===== src/rtl/call_dispatcher_if.sv =====
// call_dispatcher_if: links the hall-call dispatcher to the car prioritizer and the car controllers.
//   obj           target floor offered to the prioritizer
//   sel_a/b/c     prioritizer's one-hot car choice for obj (combinational from obj)
//   assign_a/b/c  grant to car A/B/C, held until that car acks or the grant times out
//   assign_floor  floor carried by the active grant
//   ack_a/b/c     car accepted its grant
// master: dispatcher side.  slave: prioritizer and car side.
interface call_dispatcher_if;
    logic [3:0] obj;
    logic       sel_a;
    logic       sel_b;
    logic       sel_c;
    logic       assign_a;
    logic       assign_b;
    logic       assign_c;
    logic [3:0] assign_floor;
    logic       ack_a;
    logic       ack_b;
    logic       ack_c;

    modport master (
        output obj,
        input  sel_a, sel_b, sel_c,
        output assign_a, assign_b, assign_c,
        output assign_floor,
        input  ack_a, ack_b, ack_c
    );

    modport slave (
        input  obj,
        output sel_a, sel_b, sel_c,
        input  assign_a, assign_b, assign_c,
        input  assign_floor,
        output ack_a, ack_b, ack_c
    );
endinterface


===== src/rtl/call_dispatcher.sv =====
// call_dispatcher: hall-call dispatcher for the three-car elevator controller.
// Latches hall calls and scans them round-robin. Each pending floor is offered to the
// prioritizer, and the call is handed to the chosen car with an assign/ack handshake.
//   clk, rst_n  clock and asynchronous active-low reset
//   call_in     hall button levels; bit i requests floor i
//   pending     latched calls that have not been served
//   busy        high while a floor is being evaluated or granted
//   bus         prioritizer and car handshake (master side)
module call_dispatcher #(
    parameter int unsigned FLOORS  = 16,
    parameter int unsigned TIMEOUT = 8
) (
    input  logic                 clk,
    input  logic                 rst_n,
    input  logic [FLOORS-1:0]    call_in,
    output logic [FLOORS-1:0]    pending,
    output logic                 busy,
    call_dispatcher_if.master    bus
);

    localparam int unsigned FLOOR_W = 4;
    localparam int unsigned TMR_W   = 8;
    localparam int unsigned CARS    = 3;
    localparam logic [FLOOR_W-1:0] LAST_FLOOR = FLOOR_W'(FLOORS - 1);
    localparam logic [TMR_W-1:0]   TMR_LAST   = TMR_W'(TIMEOUT - 1);

    typedef enum logic [1:0] {
        IDLE  = 2'd0,
        EVAL  = 2'd1,
        GRANT = 2'd2
    } state_t;

    state_t               state_q, state_d;
    logic [FLOOR_W-1:0]   ptr_q, ptr_d;
    logic [FLOOR_W-1:0]   obj_q, obj_d;
    logic [CARS-1:0]      car_q, car_d;
    logic [TMR_W-1:0]     timer_q, timer_d;
    logic [FLOORS-1:0]    pending_q, pending_d;
    logic [CARS-1:0]      assign_q, assign_d;
    logic [FLOOR_W-1:0]   floor_q, floor_d;
    logic                 busy_q, busy_d;

    logic [15:0]          pend16;
    logic [15:0]          clr16;
    logic [FLOOR_W-1:0]   first_idx;
    logic [FLOOR_W-1:0]   scan_idx;
    logic                 found;
    logic [FLOOR_W-1:0]   nxt_ptr;
    logic [CARS-1:0]      sel_vec;
    logic [CARS-1:0]      ack_vec;
    logic [CARS-1:0]      sel_pick;

    // Pending calls zero-padded to 16 bits so a 4-bit floor index always selects in range.
    assign pend16  = 16'(pending_q);
    assign sel_vec = {bus.sel_c, bus.sel_b, bus.sel_a};
    assign ack_vec = {bus.ack_c, bus.ack_b, bus.ack_a};

    // Car A has priority over B, and B over C, when the prioritizer names several cars.
    assign sel_pick = bus.sel_a ? 3'b001 : (bus.sel_b ? 3'b010 : 3'b100);

    // The round-robin pointer moves to the floor after the one just handled, wrapping at the top.
    assign nxt_ptr = (obj_q == LAST_FLOOR) ? '0 : obj_q + FLOOR_W'(1);

    // Finds the first pending floor at or after ptr, wrapping past the top floor.
    always_comb begin
        first_idx = ptr_q;
        scan_idx  = '0;
        found     = 1'b0;
        for (int unsigned i = 0; i < FLOORS; i++) begin
            scan_idx = FLOOR_W'((32'(ptr_q) + i) % FLOORS);
            if (!found && pend16[scan_idx]) begin
                found     = 1'b1;
                first_idx = scan_idx;
            end
        end
    end

    // Next-state and datapath updates.
    always_comb begin
        state_d  = state_q;
        ptr_d    = ptr_q;
        obj_d    = obj_q;
        car_d    = car_q;
        timer_d  = timer_q;
        assign_d = assign_q;
        floor_d  = floor_q;
        clr16    = '0;

        case (state_q)
            IDLE: begin
                if (|pending_q) begin
                    obj_d   = first_idx;
                    state_d = EVAL;
                end
            end
            EVAL: begin
                if (|sel_vec) begin
                    car_d    = sel_pick;
                    assign_d = sel_pick;
                    floor_d  = obj_q;
                    timer_d  = '0;
                    state_d  = GRANT;
                end else begin
                    // No car can take this floor now; it stays pending for a later pass.
                    ptr_d   = nxt_ptr;
                    state_d = IDLE;
                end
            end
            GRANT: begin
                if (|(car_q & ack_vec)) begin
                    clr16    = 16'd1 << obj_q;
                    assign_d = '0;
                    ptr_d    = nxt_ptr;
                    state_d  = IDLE;
                end else if (timer_q == TMR_LAST) begin
                    assign_d = '0;
                    ptr_d    = nxt_ptr;
                    state_d  = IDLE;
                end else begin
                    timer_d = timer_q + TMR_W'(1);
                end
            end
            default: begin
                assign_d = '0;
                state_d  = IDLE;
            end
        endcase

        // A press on the floor being acked in this same cycle is absorbed by the clear.
        pending_d = (pending_q | call_in) & ~FLOORS'(clr16);
        busy_d    = (state_d != IDLE);
    end

    // State and output registers.
    always_ff @(posedge clk or negedge rst_n) begin
        if (!rst_n) begin
            state_q   <= IDLE;
            ptr_q     <= '0;
            obj_q     <= '0;
            car_q     <= '0;
            timer_q   <= '0;
            pending_q <= '0;
            assign_q  <= '0;
            floor_q   <= '0;
            busy_q    <= 1'b0;
        end else begin
            state_q   <= state_d;
            ptr_q     <= ptr_d;
            obj_q     <= obj_d;
            car_q     <= car_d;
            timer_q   <= timer_d;
            pending_q <= pending_d;
            assign_q  <= assign_d;
            floor_q   <= floor_d;
            busy_q    <= busy_d;
        end
    end

    assign bus.obj          = obj_q;
    assign bus.assign_a     = assign_q[0];
    assign bus.assign_b     = assign_q[1];
    assign bus.assign_c     = assign_q[2];
    assign bus.assign_floor = floor_q;
    assign pending          = pending_q;
    assign busy             = busy_q;

endmodule


===== src/flat_wrapper.sv =====
// flat-port wrapper written by rule: the top's interface ports become plain ports
module call_dispatcher_flat 
#(
    parameter int unsigned FLOORS  = 16,
    parameter int unsigned TIMEOUT = 8
)
  (clk, rst_n, call_in, pending, busy, bus_obj, bus_sel_a, bus_sel_b, bus_sel_c, bus_assign_a, bus_assign_b, bus_assign_c, bus_assign_floor, bus_ack_a, bus_ack_b, bus_ack_c);
  call_dispatcher_if bus_i ();
  input  logic clk;
  input  logic rst_n;
  input  logic [FLOORS-1:0] call_in;
  output logic [FLOORS-1:0] pending;
  output logic busy;
  output wire logic [$bits(bus_i.obj)-1:0] bus_obj;
  input wire logic [$bits(bus_i.sel_a)-1:0] bus_sel_a;
  input wire logic [$bits(bus_i.sel_b)-1:0] bus_sel_b;
  input wire logic [$bits(bus_i.sel_c)-1:0] bus_sel_c;
  output wire logic [$bits(bus_i.assign_a)-1:0] bus_assign_a;
  output wire logic [$bits(bus_i.assign_b)-1:0] bus_assign_b;
  output wire logic [$bits(bus_i.assign_c)-1:0] bus_assign_c;
  output wire logic [$bits(bus_i.assign_floor)-1:0] bus_assign_floor;
  input wire logic [$bits(bus_i.ack_a)-1:0] bus_ack_a;
  input wire logic [$bits(bus_i.ack_b)-1:0] bus_ack_b;
  input wire logic [$bits(bus_i.ack_c)-1:0] bus_ack_c;
  assign bus_obj = bus_i.obj;
  assign bus_i.sel_a = bus_sel_a;
  assign bus_i.sel_b = bus_sel_b;
  assign bus_i.sel_c = bus_sel_c;
  assign bus_assign_a = bus_i.assign_a;
  assign bus_assign_b = bus_i.assign_b;
  assign bus_assign_c = bus_i.assign_c;
  assign bus_assign_floor = bus_i.assign_floor;
  assign bus_i.ack_a = bus_ack_a;
  assign bus_i.ack_b = bus_ack_b;
  assign bus_i.ack_c = bus_ack_c;
  call_dispatcher #(.FLOORS(FLOORS), .TIMEOUT(TIMEOUT)) u_core (.clk(clk), .rst_n(rst_n), .call_in(call_in), .pending(pending), .busy(busy), .bus(bus_i));
endmodule

===== config.mk =====
export PLATFORM = sky130hd
export DESIGN_NAME = call_dispatcher_flat
export DESIGN_NICKNAME = d
export VERILOG_FILES = /design/src/rtl/call_dispatcher_if.sv /design/src/rtl/call_dispatcher.sv /design/src/flat_wrapper.sv
export SDC_FILE = /design/constraint.sdc
export NUM_CORES = 1
export LEC_CHECK = 0
export ABC_CLOCK_PERIOD_IN_PS = 5500
export BUFFER_PORTS_ARGS = -buffer_cell sky130_fd_sc_hd__clkbuf_2
export CORE_MARGIN = 2
export CORE_UTILIZATION = 25
export DETAILED_ROUTE_END_ITERATION = 8
export MAX_ROUTING_LAYER = met4
export RECOVER_POWER = 100
export SYNTH_ARGS = -nofsm -noshare
export SYNTH_HDL_FRONTEND = slang
export SYNTH_SLANG_ARGS = --single-unit

===== constraint.sdc =====
create_clock -name clk -period 5.5 [get_ports clk]
set_input_delay 0.275 -clock clk [delete_from_list [all_inputs] [get_ports clk]]
set_output_delay 0.275 -clock clk [all_outputs]
set_load 0.005 [all_outputs]

==> results.sh <==
export IMPL_maxSlewViolCount=46
export IMPL_start_util=0.2538
export IMPL_ff_latch_area_um2=1126
export IMPL_fill_cells=1955
export IMPL_numCtsBuffers=5
export IMPL_detail_route_antenna_nets=0
export IMPL_synth_top_area_cell="dfrtp_1"
export IMPL_antenna_found_initial=0
export IMPL_viasPerCell=5.550
export IMPL_setup_viol=0
export IMPL_crit_start="u_core.ptr_q[0]$_DFFE_PN0P_"
export IMPL_drtIter0Drc=343
export IMPL_std_cell_rows=49
export IMPL_fin_skew_ns=0.004000
export IMPL_cts_resized=0
export IMPL_drive_gt1_frac=0.2004
export IMPL_htree_levels=2
export IMPL_grt_overflow_total=0
export IMPL_path_class="register to register"
export IMPL_cpMaxStageDelayCell="xnor2_1"
export IMPL_postCtsSetupBuffers=0
export IMPL_synth_area_um2=4543
export IMPL_p_leak_uw=0.001998
export IMPL_cp_max_fo=37
export IMPL_cpMostUsedCell="xnor2_1"
export IMPL_grt_total_usage=0.1494
export IMPL_syn_inst=495
export IMPL_place_gp_congestion=0.9844
export IMPL_ir_drop_mv=0.3042
export IMPL_yosys_cell_count_top_type="nor2_1"
export IMPL_die_y_um=138.8
export IMPL_drt_drc_violations_left=0
export IMPL_grt_max_degree=46
export IMPL_dr_pass1_iters=5
export IMPL_synthTopCellsByArea="dfrtp_1 25%, mux4_2 15%, mux2i_1 6.8%, nor2_1 4.7%, nand2_1 4.4%"
export IMPL_die_w_um=138.8
export IMPL_io_pins=52
export IMPL_synth_fp_nets=533
export IMPL_grt_pass1_vias=4014
export IMPL_crit_chain="buf_4 > ha_1 > xnor2_1 > mux4_2 > a32oi_2 > nand4bb_2 > nor3_4 > nand4_1 > o211ai_1 > xnor2_1 > o21ai_1"
export IMPL_cap_violations=1
export IMPL_top_layer_used="met4"
export IMPL_grt_first_pass_wirelength_um=22650
export IMPL_hp_start="call_in[15]"
export IMPL_wl_met2_um=6678
export IMPL_ys_warn_count=0
export IMPL_yosysTopAreaCellShare=0.2479
export IMPL_die_area_um2=19270
export IMPL_yosysUniqueCellTypes=71
export IMPL_reg2reg_from="u_core.ptr_q[0]$_DFFE_PN0P_"
export IMPL_syn2layout_area_growth_pct=11.57
export IMPL_worst_pin_slew_ns=2.430
export IMPL_synthTopCellsByCount="57 x nor2_1, 53 x nand2_1, 45 x dfrtp_1, 31 x mux2i_1, 31 x mux4_2"
export IMPL_setup_tns_ns=0
export IMPL_grt_setup_unrepaired="false"
export IMPL_cts_root_buf="clkbuf_16"
export IMPL_ys_flop_type="dfrtp_1"
export IMPL_holdWs_ns=0.2313
export IMPL_multi_input_area_um2=3164
export IMPL_hold_viol_final=0
export IMPL_end_kind="register"
export IMPL_fin_nets=567
export IMPL_postCtsHoldBufs=0
export IMPL_clock_latency_ns=0.29
export IMPL_synth_enable_flop_cells=0
export IMPL_fin_crit_ns=4.465
export IMPL_drt_met1_wl_um=6174
export IMPL_io_buffers=51
export IMPL_arrival_ns=4.63
export IMPL_dr_wl_met3_um=827
export IMPL_cts_sinks=45
export IMPL_wire_per_inst_um=18.74
export IMPL_min_path_type="primary input to register"
export IMPL_core_area_um2=17900
export IMPL_worst_slack_ns=1.035
export IMPL_cts_path_max_buffers=2
export IMPL_period_share=0.8118
export IMPL_violations="capacitance limit, slew limit"
export IMPL_timing_fmax_mhz=224.0
export IMPL_yosysSeqAreaShare=0.2479
export IMPL_n_antenna_cell=0
export IMPL_path_delay_family="simple AND/OR/NAND/NOR gates"
export IMPL_cts_tree="yes"
export IMPL_worstSetupStartpointType="register"
export IMPL_hpwl_um=10360
export IMPL_dp_slack_ns=1.463
export IMPL_relSlewSlack=-0.6202
export IMPL_clk_pin_slew_ns=0.06
export IMPL_crit_path_max_incr_delay_ns=0.77
export IMPL_path_buf_inv=1
export IMPL_synth_seq_cells=45
export IMPL_cp_required_ns=5.66
export IMPL_vias=4207
export IMPL_wl_um=14200
export IMPL_syn_avg_cell_area_um2=9.178
export IMPL_power_density_nw_per_um2=464.5
export IMPL_ys_async_sr_fraction=1.000
export IMPL_status="finished, violations left"
-- power breakdown --
group	switching [uW]	internal, uW	leakage (uW)	total [uW]
logic	916	599	0.00141	1520
clock network	122	179	0.0000700	300
registers	129	409	0.000517	538
total	1170	1190	0.00200	2350
-- flip-flops by register name, summed over array words and instances (netlist names), 2 cells and up --
name and flops:
u_core.timer_q 8, u_core.pending 16, u_core.bus.assign_floor 4, u_core.state_q 2
u_core.assign_q 3, u_core.bus.obj 4, u_core.ptr_q 4, u_core.car_q 3
-- path summary, 6_finish.rpt --
path,to,slack (ns),cells past startpoint
worst max register to register,u_core.bus.obj[0]$_DFFE_PN0P_,1.04,11
worst max-delay path,u_core.bus.obj[0]$_DFFE_PN0P_,1.04,11
max in group asynchronous,u_core.pending[10]$_DFF_PN0_,3.29,2
worst min register to register,u_core.assign_q[2]$_DFFE_PN0P_,0.48,2
min in group asynchronous,u_core.timer_q[1]$_DFFE_PN0P_,0.82,2
worst min-delay path,u_core.pending[15]$_DFF_PN0_,0.23,3
-- worst min-delay path: cells and delay by family --
kind                   cells  cell delay (ns)
and+or+nand+nor            1             0.08
buffers and inverters      1             0.08
AOI/OAI and AO/OA          1             0.04
-- final cells by class --
| class | instances | area share |
|---|---|---|
| repair buffers | 58 | 0.05702 |
| inverters | 16 | 0.01185 |
| flip-flops and latches | 45 | 0.2222 |
| clock buffers | 7 | 0.02814 |
| well taps | 229 | 0.05653 |
| multi-input cells | 403 | 0.6243 |
-- cell usage in the layout, fill, tap and decap left out, drive strengths merged, types with 8 or more instances in the layout --
master / instances
nand2: 53
nor4: 8
dfrtp: 45
mux4: 31
xor2: 10
mux2i: 32
ha: 14
nand3: 14
xnor2: 10
clkbuf: 58
inv: 14
mux2: 13
nor2: 57
a21oi: 27
o21ai: 31
a31oi: 13
nor3: 8
-- layer usage --
layer / up-vias / track usage
li1: 1923 / -
met1: 2074 / 0.1979
met2: 177 / 0.2326
met3: 33 / 0.01830
met4: 0 / 0.06167
met5: - / -
-- per-stage QoR --
step	util	instances	power [uW]	cell area, um2
6_report	0.2831	758	2354	5069
5_1_grt	0.2831	758	2515	5069
4_1_cts	0.2853	758	2362	5107
3_5_place_dp	0.2773	751	2045	4965
3_3_place_gp	0.2773	751	2066	4965
2_1_floorplan	-	495	1680	4543
-- kinds of logic after synthesis --
kind of cell / Yosys count / share of synthesized area
buf+inv: 47 / 0.05122
mux: 76 / 0.2600
fa+ha+maj: 14 / 0.03856
simple gates: 174 / 0.1881
compound gates: 119 / 0.1741
flops: 45 / 0.2479
xor+xnor: 20 / 0.04021
Power figures use the tool's default switching activity.
